<file path="src/rtl/mem_access_unit.sv">
// mem_access_unit: M-stage load/store controller driving a req/ack data bus with timeout abort
module mem_access_unit #(
  parameter int TIMEOUT = 16,
  localparam int CNT_WIDTH = $clog2(TIMEOUT + 1)
) (
  input  logic        clk,
  input  logic        reset,
  input  logic        MemReadM,
  input  logic        MemWriteM,
  input  logic        ByteM,
  input  logic [31:0] ALUOutM,
  input  logic [31:0] WriteDataM,
  output logic [31:0] ReadDataM,
  output logic        StallM,
  output logic        ErrorM,
  output logic        bus_req,
  output logic        bus_we,
  output logic [31:0] bus_addr,
  output logic [31:0] bus_wdata,
  output logic [3:0]  bus_be,
  input  logic [31:0] bus_rdata,
  input  logic        bus_ack
);
  typedef enum logic [1:0] {IDLE, BUSY, DONE} state_t;
  state_t state, state_nx;
  logic [CNT_WIDTH-1:0] cnt;
  logic        byte_q;
  logic [1:0]  lane_q;
  logic [31:0] rdata_q;
  logic [31:0] rdata_shift;
  logic        req;
  logic        timeout_hit;
  assign req         = MemReadM | MemWriteM;
  assign timeout_hit = cnt == CNT_WIDTH'(TIMEOUT - 1);
  assign rdata_shift = bus_rdata >> {lane_q, 3'b000};
  assign ReadDataM   = rdata_q;
  always_ff @(posedge clk or negedge reset)
    if (!reset) state <= IDLE;
    else state <= state_nx;
  // StallM is gated by reset so an asserted reset releases the pipeline immediately
  always_comb begin
    state_nx = state == IDLE ? (req ? BUSY : IDLE)
             : state == BUSY ? ((bus_ack || timeout_hit) ? DONE : BUSY)
             : IDLE;
    StallM   = reset & (state == IDLE ? req : state == BUSY);
  end
  always_ff @(posedge clk or negedge reset)
    if (!reset) begin
      bus_req   <= 1'b0;
      bus_we    <= 1'b0;
      bus_addr  <= '0;
      bus_wdata <= '0;
      bus_be    <= '0;
      byte_q    <= 1'b0;
      lane_q    <= '0;
      rdata_q   <= '0;
      cnt       <= '0;
      ErrorM    <= 1'b0;
    end else if (state == IDLE && req) begin
      bus_req   <= 1'b1;
      bus_we    <= MemWriteM;
      bus_addr  <= {ALUOutM[31:2], 2'b00};
      bus_wdata <= ByteM ? {4{WriteDataM[7:0]}} : WriteDataM;
      bus_be    <= ByteM ? 4'b0001 << ALUOutM[1:0] : 4'b1111;
      byte_q    <= ByteM;
      lane_q    <= ALUOutM[1:0];
      cnt       <= '0;
    end else if (state == BUSY) begin
      if (bus_ack) begin
        bus_req <= 1'b0;
        rdata_q <= byte_q ? {24'b0, rdata_shift[7:0]} : bus_rdata;
      end else if (timeout_hit) begin
        bus_req <= 1'b0;
        ErrorM  <= 1'b1;
        rdata_q <= '0;
      end else begin
        cnt <= cnt + 1'b1;
      end
    end
endmodule

</file>
<file path="config.mk">
export PLATFORM = sky130hd
export DESIGN_NAME = mem_access_unit
export DESIGN_NICKNAME = d
export VERILOG_FILES = /design/src/rtl/mem_access_unit.sv
export SDC_FILE = /design/constraint.sdc
export NUM_CORES = 1
export LEC_CHECK = 0
export CAP_MARGIN = 10
export CELL_PAD_IN_SITES_DETAIL_PLACEMENT = 1
export CELL_PAD_IN_SITES_GLOBAL_PLACEMENT = 1
export CORE_ASPECT_RATIO = 1.4
export CORE_MARGIN = 4
export CORE_UTILIZATION = 30
export CTS_CLUSTER_DIAMETER = 200
export DETAILED_ROUTE_END_ITERATION = 7
export PLACE_DENSITY_LB_ADDON = 0.12
export SLEW_MARGIN = 20
export SYNTH_ARGS = -nofsm -noshare
export SYNTH_HDL_FRONTEND = slang
export SYNTH_SLANG_ARGS = --single-unit
</file>
<file path="constraint.sdc">
create_clock -name clk -period 2.8 [get_ports clk]
set_input_delay 0.56 -clock clk [delete_from_list [all_inputs] [get_ports clk]]
set_output_delay 0.56 -clock clk [all_outputs]
set_load 0.01 [all_outputs]
</file>
==> run_summary.xml, run 1 <==
<?xml version="1.0" encoding="UTF-8"?>
<metrics>
  <group name="timing">
    <metric name="hold_ws" unit="ns">0.312</metric>
    <metric name="final.period_utilization" unit="">0.874</metric>
    <metric name="report.final.setup_viol" unit="">0</metric>
    <metric name="maxSlewHeadroom" unit="">0.433</metric>
    <metric name="fmax" unit="GHz">0.408</metric>
    <metric name="hold_viol" unit="">0</metric>
    <metric name="timing.clock.skew" unit="ns">0.00898</metric>
    <metric name="report.final.slew_viol_count" unit="">0</metric>
    <metric name="worst-slew-pin-transition" unit="ns">0.850</metric>
    <metric name="unrepaired_setup_endpoints_after_global_routing" unit="">no</metric>
    <metric name="timing.setup.tns" unit="ns">0</metric>
    <metric name="final_period_minus_worst_setup_slack" unit="ns">2.45</metric>
  </group>
  <group name="synth">
    <metric name="sequential_cell_area_fraction_in_the_yosys_report" unit="">0.574</metric>
    <metric name="synth_area" unit="mm2">0.00484</metric>
    <metric name="synth_commonest_cells" unit="">sky130_fd_sc_hd__dfrtp_1 (111), sky130_fd_sc_hd__o21ai_0 (85), sky130_fd_sc_hd__mux2_2 (68), sky130_fd_sc_hd__nand2_1 (36), sky130_fd_sc_hd__inv_1 (31)</metric>
    <metric name="avgSynthCellArea" unit="um2">11.4</metric>
    <metric name="ys_seq_elements" unit="">111</metric>
    <metric name="yosys_most_used_dff" unit="">sky130_fd_sc_hd__dfrtp_1</metric>
    <metric name="number_of_warnings_printed_during_yosys_synthesis" unit="">0</metric>
    <metric name="synth-edff-count" unit="">0</metric>
    <metric name="synthDistinctLibCells" unit="">38</metric>
    <metric name="synth.area.top_cells" unit="">sky130_fd_sc_hd__dfrtp_1 (57%), sky130_fd_sc_hd__mux2_2 (16%), sky130_fd_sc_hd__o21ai_0 (8.8%), sky130_fd_sc_hd__nand2_1 (2.8%), sky130_fd_sc_hd__inv_1 (2.4%)</metric>
    <metric name="netlist.area_leader.share" unit="">0.574</metric>
    <metric name="cell_with_the_most_instances_after_synthesis" unit="">sky130_fd_sc_hd__dfrtp_1</metric>
    <metric name="synthCells" unit="">425</metric>
    <metric name="synth_largest_area_cell" unit="">sky130_fd_sc_hd__dfrtp_1</metric>
    <metric name="async_reset_ff_frac" unit="">1.00</metric>
  </group>
  <group name="place">
    <metric name="place.port_buffers" unit="">203</metric>
    <metric name="detailed_place.area" unit="mm2">0.00706</metric>
    <metric name="hpwlAfterDp" unit="mm">11.6</metric>
    <metric name="gp_congestion" unit="">0.745</metric>
  </group>
  <group name="critical_path">
    <metric name="worst_setup_path_type" unit="">primary input to output pin</metric>
    <metric name="critical_path_required" unit="ns">2.24</metric>
    <metric name="crit_slowest_cell" unit="">sky130_fd_sc_hd__clkdlybuf4s50_1</metric>
    <metric name="crit_arrival" unit="ns">1.89</metric>
    <metric name="start_kind" unit="">primary input</metric>
    <metric name="rrSetupSlack" unit="ns">0.65</metric>
    <metric name="worst_path_max_stage_delay" unit="ns">0.56</metric>
    <metric name="cpLargestDelayFamily" unit="">buffers and inverters</metric>
    <metric name="critical-path-top-cell-by-count" unit="">sky130_fd_sc_hd__clkdlybuf4s50_1</metric>
    <metric name="worst-r2r-cell-count" unit="">6</metric>
    <metric name="critical_path.cell_chain" unit="">clkdlybuf4s50_1 &gt; o21ai_2 &gt; a21boi_0 &gt; clkdlybuf4s50_1</metric>
    <metric name="terminus_of_the_critical_flop_to_flop_path" unit="">cnt[3]</metric>
    <metric name="timing.rr.start" unit="">cnt[0]</metric>
    <metric name="path_buf_inv" unit="">2</metric>
    <metric name="path_max_fanout" unit="">3</metric>
    <metric name="worst_setup_path_end_kind" unit="">output pin</metric>
  </group>
  <group name="hold_path">
    <metric name="hp-class" unit="">primary input to asynchronous set/reset pin</metric>
  </group>
  <group name="clock_tree">
    <metric name="cts.clk_slew.worst_paths" unit="ns">0.08</metric>
    <metric name="holdBufCountCts" unit="">0</metric>
    <metric name="clock_tree_from_tritoncts" unit="">built</metric>
    <metric name="cts.htree.levels" unit="">3</metric>
    <metric name="post_cts_gate_resize_count" unit="">0</metric>
    <metric name="cts_root_buffer" unit="">sky130_fd_sc_hd__clkbuf_16</metric>
    <metric name="cts_setup_buffers" unit="">0</metric>
    <metric name="clock_sink_count" unit="">111</metric>
    <metric name="clock_latency" unit="ns">0.36</metric>
    <metric name="ctsLongestPathBuffers" unit="">2</metric>
    <metric name="total_clock_buffers_created_by_cts" unit="">9</metric>
  </group>
  <group name="grt">
    <metric name="gr-total-overflow" unit="">0</metric>
    <metric name="grt_start_max_net_pins" unit="">68</metric>
    <metric name="grt_first_pass_wirelength" unit="mm">24.3</metric>
    <metric name="gr-usage-all-layers" unit="">0.173</metric>
    <metric name="antenna_found_initial" unit="">0</metric>
    <metric name="number_of_global_route_vias_before_repair" unit="">4604</metric>
  </group>
  <group name="floorplan">
    <metric name="fp.dieH" unit="um">158</metric>
    <metric name="dieWidth" unit="um">115</metric>
    <metric name="floorplan.core_area" unit="mm2">0.0157</metric>
    <metric name="die_area" unit="mm2">0.0183</metric>
    <metric name="floorplan.initialDensity" unit="">0.307</metric>
    <metric name="floorplan.io_pins" unit="">206</metric>
    <metric name="num_rows" unit="">54</metric>
  </group>
  <group name="cells_and_area">
    <metric name="post_route_cells_drive_above_1_share" unit="">0.158</metric>
    <metric name="num_antenna_cells" unit="">0</metric>
    <metric name="design_area" unit="mm2">0.00736</metric>
    <metric name="fillers" unit="">1719</metric>
    <metric name="area_growth_syn_to_layout" unit="%">52.0</metric>
    <metric name="design.final.nets" unit="">725</metric>
  </group>
  <group name="detailed_routing">
    <metric name="drc_errors" unit="">0</metric>
    <metric name="via_count" unit="">4001</metric>
    <metric name="detail_route.vias_per_cell" unit="">4.87</metric>
    <metric name="drtIter0Drc" unit="">155</metric>
    <metric name="routed_wire_length_per_instance" unit="um">18.9</metric>
    <metric name="number_of_iterations_in_the_first_detailed_routing_pass" unit="">4</metric>
    <metric name="drtAntennaViolNets" unit="">0</metric>
    <metric name="wirelength" unit="mm">15.5</metric>
  </group>
  <group name="power_and_ir_drop">
    <metric name="intPower" unit="mW">5.14</metric>
    <metric name="pwr-share-seq" unit="">0.363</metric>
    <metric name="powerDensity" unit="mW/mm2">1060</metric>
    <metric name="p_leak" unit="nW">3.09</metric>
    <metric name="combPwrFrac" unit="">0.472</metric>
    <metric name="switching_share" unit="">0.341</metric>
    <metric name="p_clk_frac" unit="">0.164</metric>
    <metric name="vdd.ir_drop.worst" unit="uV">476</metric>
    <metric name="power.net_switching" unit="mW">2.66</metric>
  </group>
  <group name="status">
    <metric name="result_of_the_run" unit="">finished clean</metric>
  </group>
  <group name="run">
    <metric name="max-cap-violations" unit="">0</metric>
  </group>
</metrics>
-- cells by family (layout without fill, tap and decap cells) --
kind of cell    count (synthesis)  after routing  synth area share
compound gates                114            114             0.135
xor+xnor                        1              1           0.00181
fa+ha+maj                       2              2           0.00517
buf+inv                        59            259            0.0517
flops                         111            111             0.574
mux                            71             71             0.164
other cells                     1              2          0.000775
simple gates                   66             66            0.0672
-- layer usage --
layer / track usage / wire length [um]
met5: 0 / 0
met3: 0.0631 / 1410
met1: 0.191 / 5780
met2: 0.299 / 7900
met4: 0.0766 / 457
-- how the worst max path moves through the flow --
stage	from	endpoint	slack (ns)	cells past startpoint
floorplan	cnt[0]	cnt[3]	0.78	6
global placement	MemWriteM	StallM	0.38	4
detailed placement	bus_ack	ReadDataM[25]	0.25	4
CTS	cnt[0]	ReadDataM[23]	0.33	6
global route	state[1]	StallM	0.18	4
finish	MemWriteM	StallM	0.35	4
-- power by group through the flow --
stage / registers [mW] / clock network, mW / logic [mW]
final: 2.84 / 1.28 / 3.68
after global routing: 2.96 / 1.40 / 3.99
after CTS: 2.85 / 1.34 / 3.78
after detailed placement: 2.87 / 0 / 3.76
after global placement: 2.82 / 0 / 3.68
after floorplan: 3.10 / 0 / 1.38
-- stage by stage --
| stage | std cells | setup WS, ns | power (mW) | util |
|---|---|---|---|---|
| final | 822 | 0.352 | 7.80 | 0.467 |
| after global routing | 822 | 0.181 | 8.36 | 0.467 |
| after CTS | 822 | 0.330 | 7.97 | 0.467 |
| after detailed placement | 806 | 0.254 | 6.63 | 0.449 |
| after global placement | 806 | 0.376 | 6.51 | 0.449 |
| after floorplan | 426 | 0.778 | 4.48 | - |
-- flip-flops by register name, summed over array words and instances (netlist names) --
register and flops:
ReadDataM 32, bus_wdata 32, bus_addr 30, cnt 5, bus_be 4, lane_q 2
state 2, ErrorM 1, bus_req 1, bus_we 1, byte_q 1
-- final cells by class --
cell class              instances  area (um2)  share of cell area
well taps                     196         245              0.0333
flip-flops and latches        111        2780               0.378
clock buffers                  10         239              0.0325
repair buffers                212        2110               0.287
inverters                      31         116              0.0158
multi-input cells             256        1820               0.247
clock inverters                 6        52.6             0.00714
-- layout by cell type (no fill, tap or decap), types with 2 or more instances in the layout --
| master | synthesis | layout |
|---|---|---|
| sky130_fd_sc_hd__a2111oi_0 | 6 | 6 |
| sky130_fd_sc_hd__a21oi_1 | 3 | 3 |
| sky130_fd_sc_hd__and3_1 | 8 | 8 |
| sky130_fd_sc_hd__buf_4 | 6 | 9 |
| sky130_fd_sc_hd__clkbuf_16 | 0 | 9 |
| sky130_fd_sc_hd__clkdlybuf4s50_1 | 0 | 202 |
| sky130_fd_sc_hd__conb_1 | 1 | 2 |
| sky130_fd_sc_hd__dfrtp_1 | 111 | 111 |
| sky130_fd_sc_hd__ha_1 | 2 | 2 |
| sky130_fd_sc_hd__inv_1 | 31 | 31 |
| sky130_fd_sc_hd__inv_8 | 0 | 2 |
| sky130_fd_sc_hd__mux2_2 | 68 | 68 |
| sky130_fd_sc_hd__mux2i_1 | 3 | 3 |
| sky130_fd_sc_hd__nand2_1 | 36 | 36 |
| sky130_fd_sc_hd__nand2b_1 | 2 | 2 |
| sky130_fd_sc_hd__nor2_1 | 5 | 5 |
| sky130_fd_sc_hd__nor2b_1 | 7 | 7 |
| sky130_fd_sc_hd__o21ai_0 | 85 | 85 |
| sky130_fd_sc_hd__o21ai_1 | 2 | 2 |
| sky130_fd_sc_hd__o2bb2ai_1 | 7 | 7 |
| sky130_fd_sc_hd__or3_1 | 2 | 2 |
Power figures use the tool's default switching activity.
==> run 2, diff against run 1 <==
- ABC_AREA: unset -> 0
- CORE_ASPECT_RATIO: 1.4 -> unset
==> run_summary.xml, run 2 (synthesis gave the netlist of run 1 again) <==
<?xml version="1.0" encoding="UTF-8"?>
<metrics>
  <group name="status">
    <metric name="result_of_the_run" unit="">finished clean</metric>
  </group>
  <group name="floorplan">
    <metric name="dieWidth" unit="um">135</metric>
    <metric name="fp.dieH" unit="um">135</metric>
    <metric name="num_rows" unit="">46</metric>
    <metric name="floorplan.initialDensity" unit="">0.306</metric>
    <metric name="die_area" unit="mm2">0.0182</metric>
    <metric name="floorplan.io_pins" unit="">206</metric>
    <metric name="floorplan.core_area" unit="mm2">0.0158</metric>
  </group>
  <group name="timing">
    <metric name="fmax" unit="GHz">0.390</metric>
    <metric name="timing.setup.tns" unit="ns">0</metric>
    <metric name="worst-slew-pin-transition" unit="ns">0.936</metric>
    <metric name="final.period_utilization" unit="">0.916</metric>
    <metric name="report.final.setup_viol" unit="">0</metric>
    <metric name="report.final.slew_viol_count" unit="">0</metric>
    <metric name="maxSlewHeadroom" unit="">0.376</metric>
    <metric name="timing.clock.skew" unit="ns">0.00721</metric>
    <metric name="unrepaired_setup_endpoints_after_global_routing" unit="">no</metric>
    <metric name="final_period_minus_worst_setup_slack" unit="ns">2.56</metric>
    <metric name="hold_viol" unit="">0</metric>
  </group>
  <group name="place">
    <metric name="hpwlAfterDp" unit="mm">11.6</metric>
    <metric name="gp_congestion" unit="">0.754</metric>
    <metric name="detailed_place.area" unit="mm2">0.00709</metric>
    <metric name="place.port_buffers" unit="">203</metric>
    <metric name="place_inst" unit="">826</metric>
  </group>
  <group name="detailed_routing">
    <metric name="drtIter0Drc" unit="">212</metric>
    <metric name="via_count" unit="">4022</metric>
    <metric name="number_of_iterations_in_the_first_detailed_routing_pass" unit="">4</metric>
    <metric name="drc_errors" unit="">0</metric>
    <metric name="detail_route.vias_per_cell" unit="">4.78</metric>
    <metric name="wirelength" unit="mm">15.6</metric>
    <metric name="routed_wire_length_per_instance" unit="um">18.6</metric>
    <metric name="drtAntennaViolNets" unit="">0</metric>
  </group>
  <group name="clock_tree">
    <metric name="clock_sink_count" unit="">111</metric>
    <metric name="clock_tree_from_tritoncts" unit="">built</metric>
    <metric name="ctsLongestPathBuffers" unit="">2</metric>
    <metric name="post_cts_gate_resize_count" unit="">0</metric>
    <metric name="clock_latency" unit="ns">0.35</metric>
    <metric name="cts_setup_buffers" unit="">0</metric>
    <metric name="total_clock_buffers_created_by_cts" unit="">9</metric>
    <metric name="cts.clk_slew.worst_paths" unit="ns">0.07</metric>
    <metric name="holdBufCountCts" unit="">0</metric>
    <metric name="cts_root_buffer" unit="">sky130_fd_sc_hd__clkbuf_16</metric>
    <metric name="cts.htree.levels" unit="">3</metric>
  </group>
  <group name="critical_path">
    <metric name="start_kind" unit="">flip-flop</metric>
    <metric name="crit_arrival" unit="ns">2.00</metric>
    <metric name="critical_path_required" unit="ns">2.24</metric>
    <metric name="worst_setup_path_type" unit="">flip-flop to output pin</metric>
    <metric name="worst-r2r-cell-count" unit="">6</metric>
    <metric name="worst_setup_path_end_kind" unit="">output pin</metric>
    <metric name="path_max_fanout" unit="">5</metric>
  </group>
  <group name="grt">
    <metric name="grt_first_pass_wirelength" unit="mm">24.7</metric>
    <metric name="gr-total-overflow" unit="">0</metric>
    <metric name="antenna_found_initial" unit="">0</metric>
    <metric name="number_of_global_route_vias_before_repair" unit="">4538</metric>
    <metric name="gr-usage-all-layers" unit="">0.173</metric>
    <metric name="grt_start_max_net_pins" unit="">72</metric>
  </group>
  <group name="cells_and_area">
    <metric name="final_cells" unit="">841</metric>
    <metric name="area_growth_syn_to_layout" unit="%">52.7</metric>
    <metric name="most_frequent_standard_cell_in_the_layout_excluding_fill_and_tap_cells" unit="">sky130_fd_sc_hd__clkdlybuf4s50_1</metric>
    <metric name="post-route-util" unit="">0.467</metric>
    <metric name="num_antenna_cells" unit="">0</metric>
    <metric name="post_route_cells_drive_above_1_share" unit="">0.155</metric>
    <metric name="leading_cell_types_in_the_layout_fill_and_taps_excluded" unit="">sky130_fd_sc_hd__clkdlybuf4s50_1 (202), sky130_fd_sc_hd__dfrtp_1 (111), sky130_fd_sc_hd__o21ai_0 (85)</metric>
    <metric name="design.final.nets" unit="">725</metric>
    <metric name="fillers" unit="">1705</metric>
    <metric name="design_area" unit="mm2">0.00739</metric>
  </group>
  <group name="power_and_ir_drop">
    <metric name="vdd.ir_drop.worst" unit="uV">386</metric>
    <metric name="powerDensity" unit="mW/mm2">1060</metric>
    <metric name="p_leak" unit="nW">3.09</metric>
  </group>
  <group name="hold_path">
    <metric name="hp-class" unit="">primary input to asynchronous set/reset pin</metric>
  </group>
  <group name="run">
    <metric name="max-cap-violations" unit="">0</metric>
  </group>
</metrics>
-- run 2: cell count changes in the layout (fill, tap and decap cells not counted), sizes merged --
cell | before | now
bufinv | 0 | 1
inv | 34 | 31
clkbuf | 10 | 12
clkinv | 2 | 1
-- run 2: worst paths after layout --
kind,startpoint,end,slack (ns)
max in group asynchronous,reset,bus_addr[28],1.17
setup / recovery,state[1],StallM,0.24
hold reg to reg,ErrorM,ErrorM,0.47
setup reg to reg,cnt[0],cnt[3],0.63
hold / removal,reset,bus_wdata[2],0.29
min in group clk,ErrorM,ErrorM,0.47
-- run 2: report_power, final --
part / switching [mW] / internal [mW] / leakage (nW) / total (mW)
logic: 1.56 / 2.13 / 1.59 / 3.69
clock network: 0.576 / 0.738 / 0.145 / 1.31
registers: 0.481 / 2.36 / 1.36 / 2.84
total: 2.62 / 5.23 / 3.09 / 7.85
-- run 2: worst max-delay path, cell delays in order (launching register included) --
cell and delay [ns]:
sky130_fd_sc_hd__dfrtp_1 0.44, sky130_fd_sc_hd__nor2_1 0.30, sky130_fd_sc_hd__o21ai_2 0.10, sky130_fd_sc_hd__a21boi_0 0.23, sky130_fd_sc_hd__clkdlybuf4s50_1 0.59
-- run 2: area by class of cell --
class / instances / area, um2 / area share
Sequential cell: 111 / 2780 / 0.376
Timing Repair Buffer: 212 / 2110 / 0.286
Multi-Input combinational cell: 256 / 1820 / 0.246
Tap cell: 216 / 270 / 0.0366
Clock buffer: 12 / 256 / 0.0347
Inverter: 31 / 116 / 0.0157
Clock inverter: 3 / 42.5 / 0.00576
-- run 2: per-stage QoR --
stage,setup slack (ns),total power [mW],hold slack [ns]
global route,0.0720,8.37,0.336
CTS,0.189,8.01,0.307
floorplan,0.778,4.48,0.264
finish,0.236,7.85,0.286
detailed placement,0.221,6.63,0.461
global placement,0.368,6.52,0.459
-- run 2: metal layers --
metal	up-vias	routed length [um]	track usage
met5	-	0	0
li1	1852	-	-
met1	2014	6310	0.209
met2	136	7620	0.285
met3	20	1390	0.0663
met4	0	310	0.0582
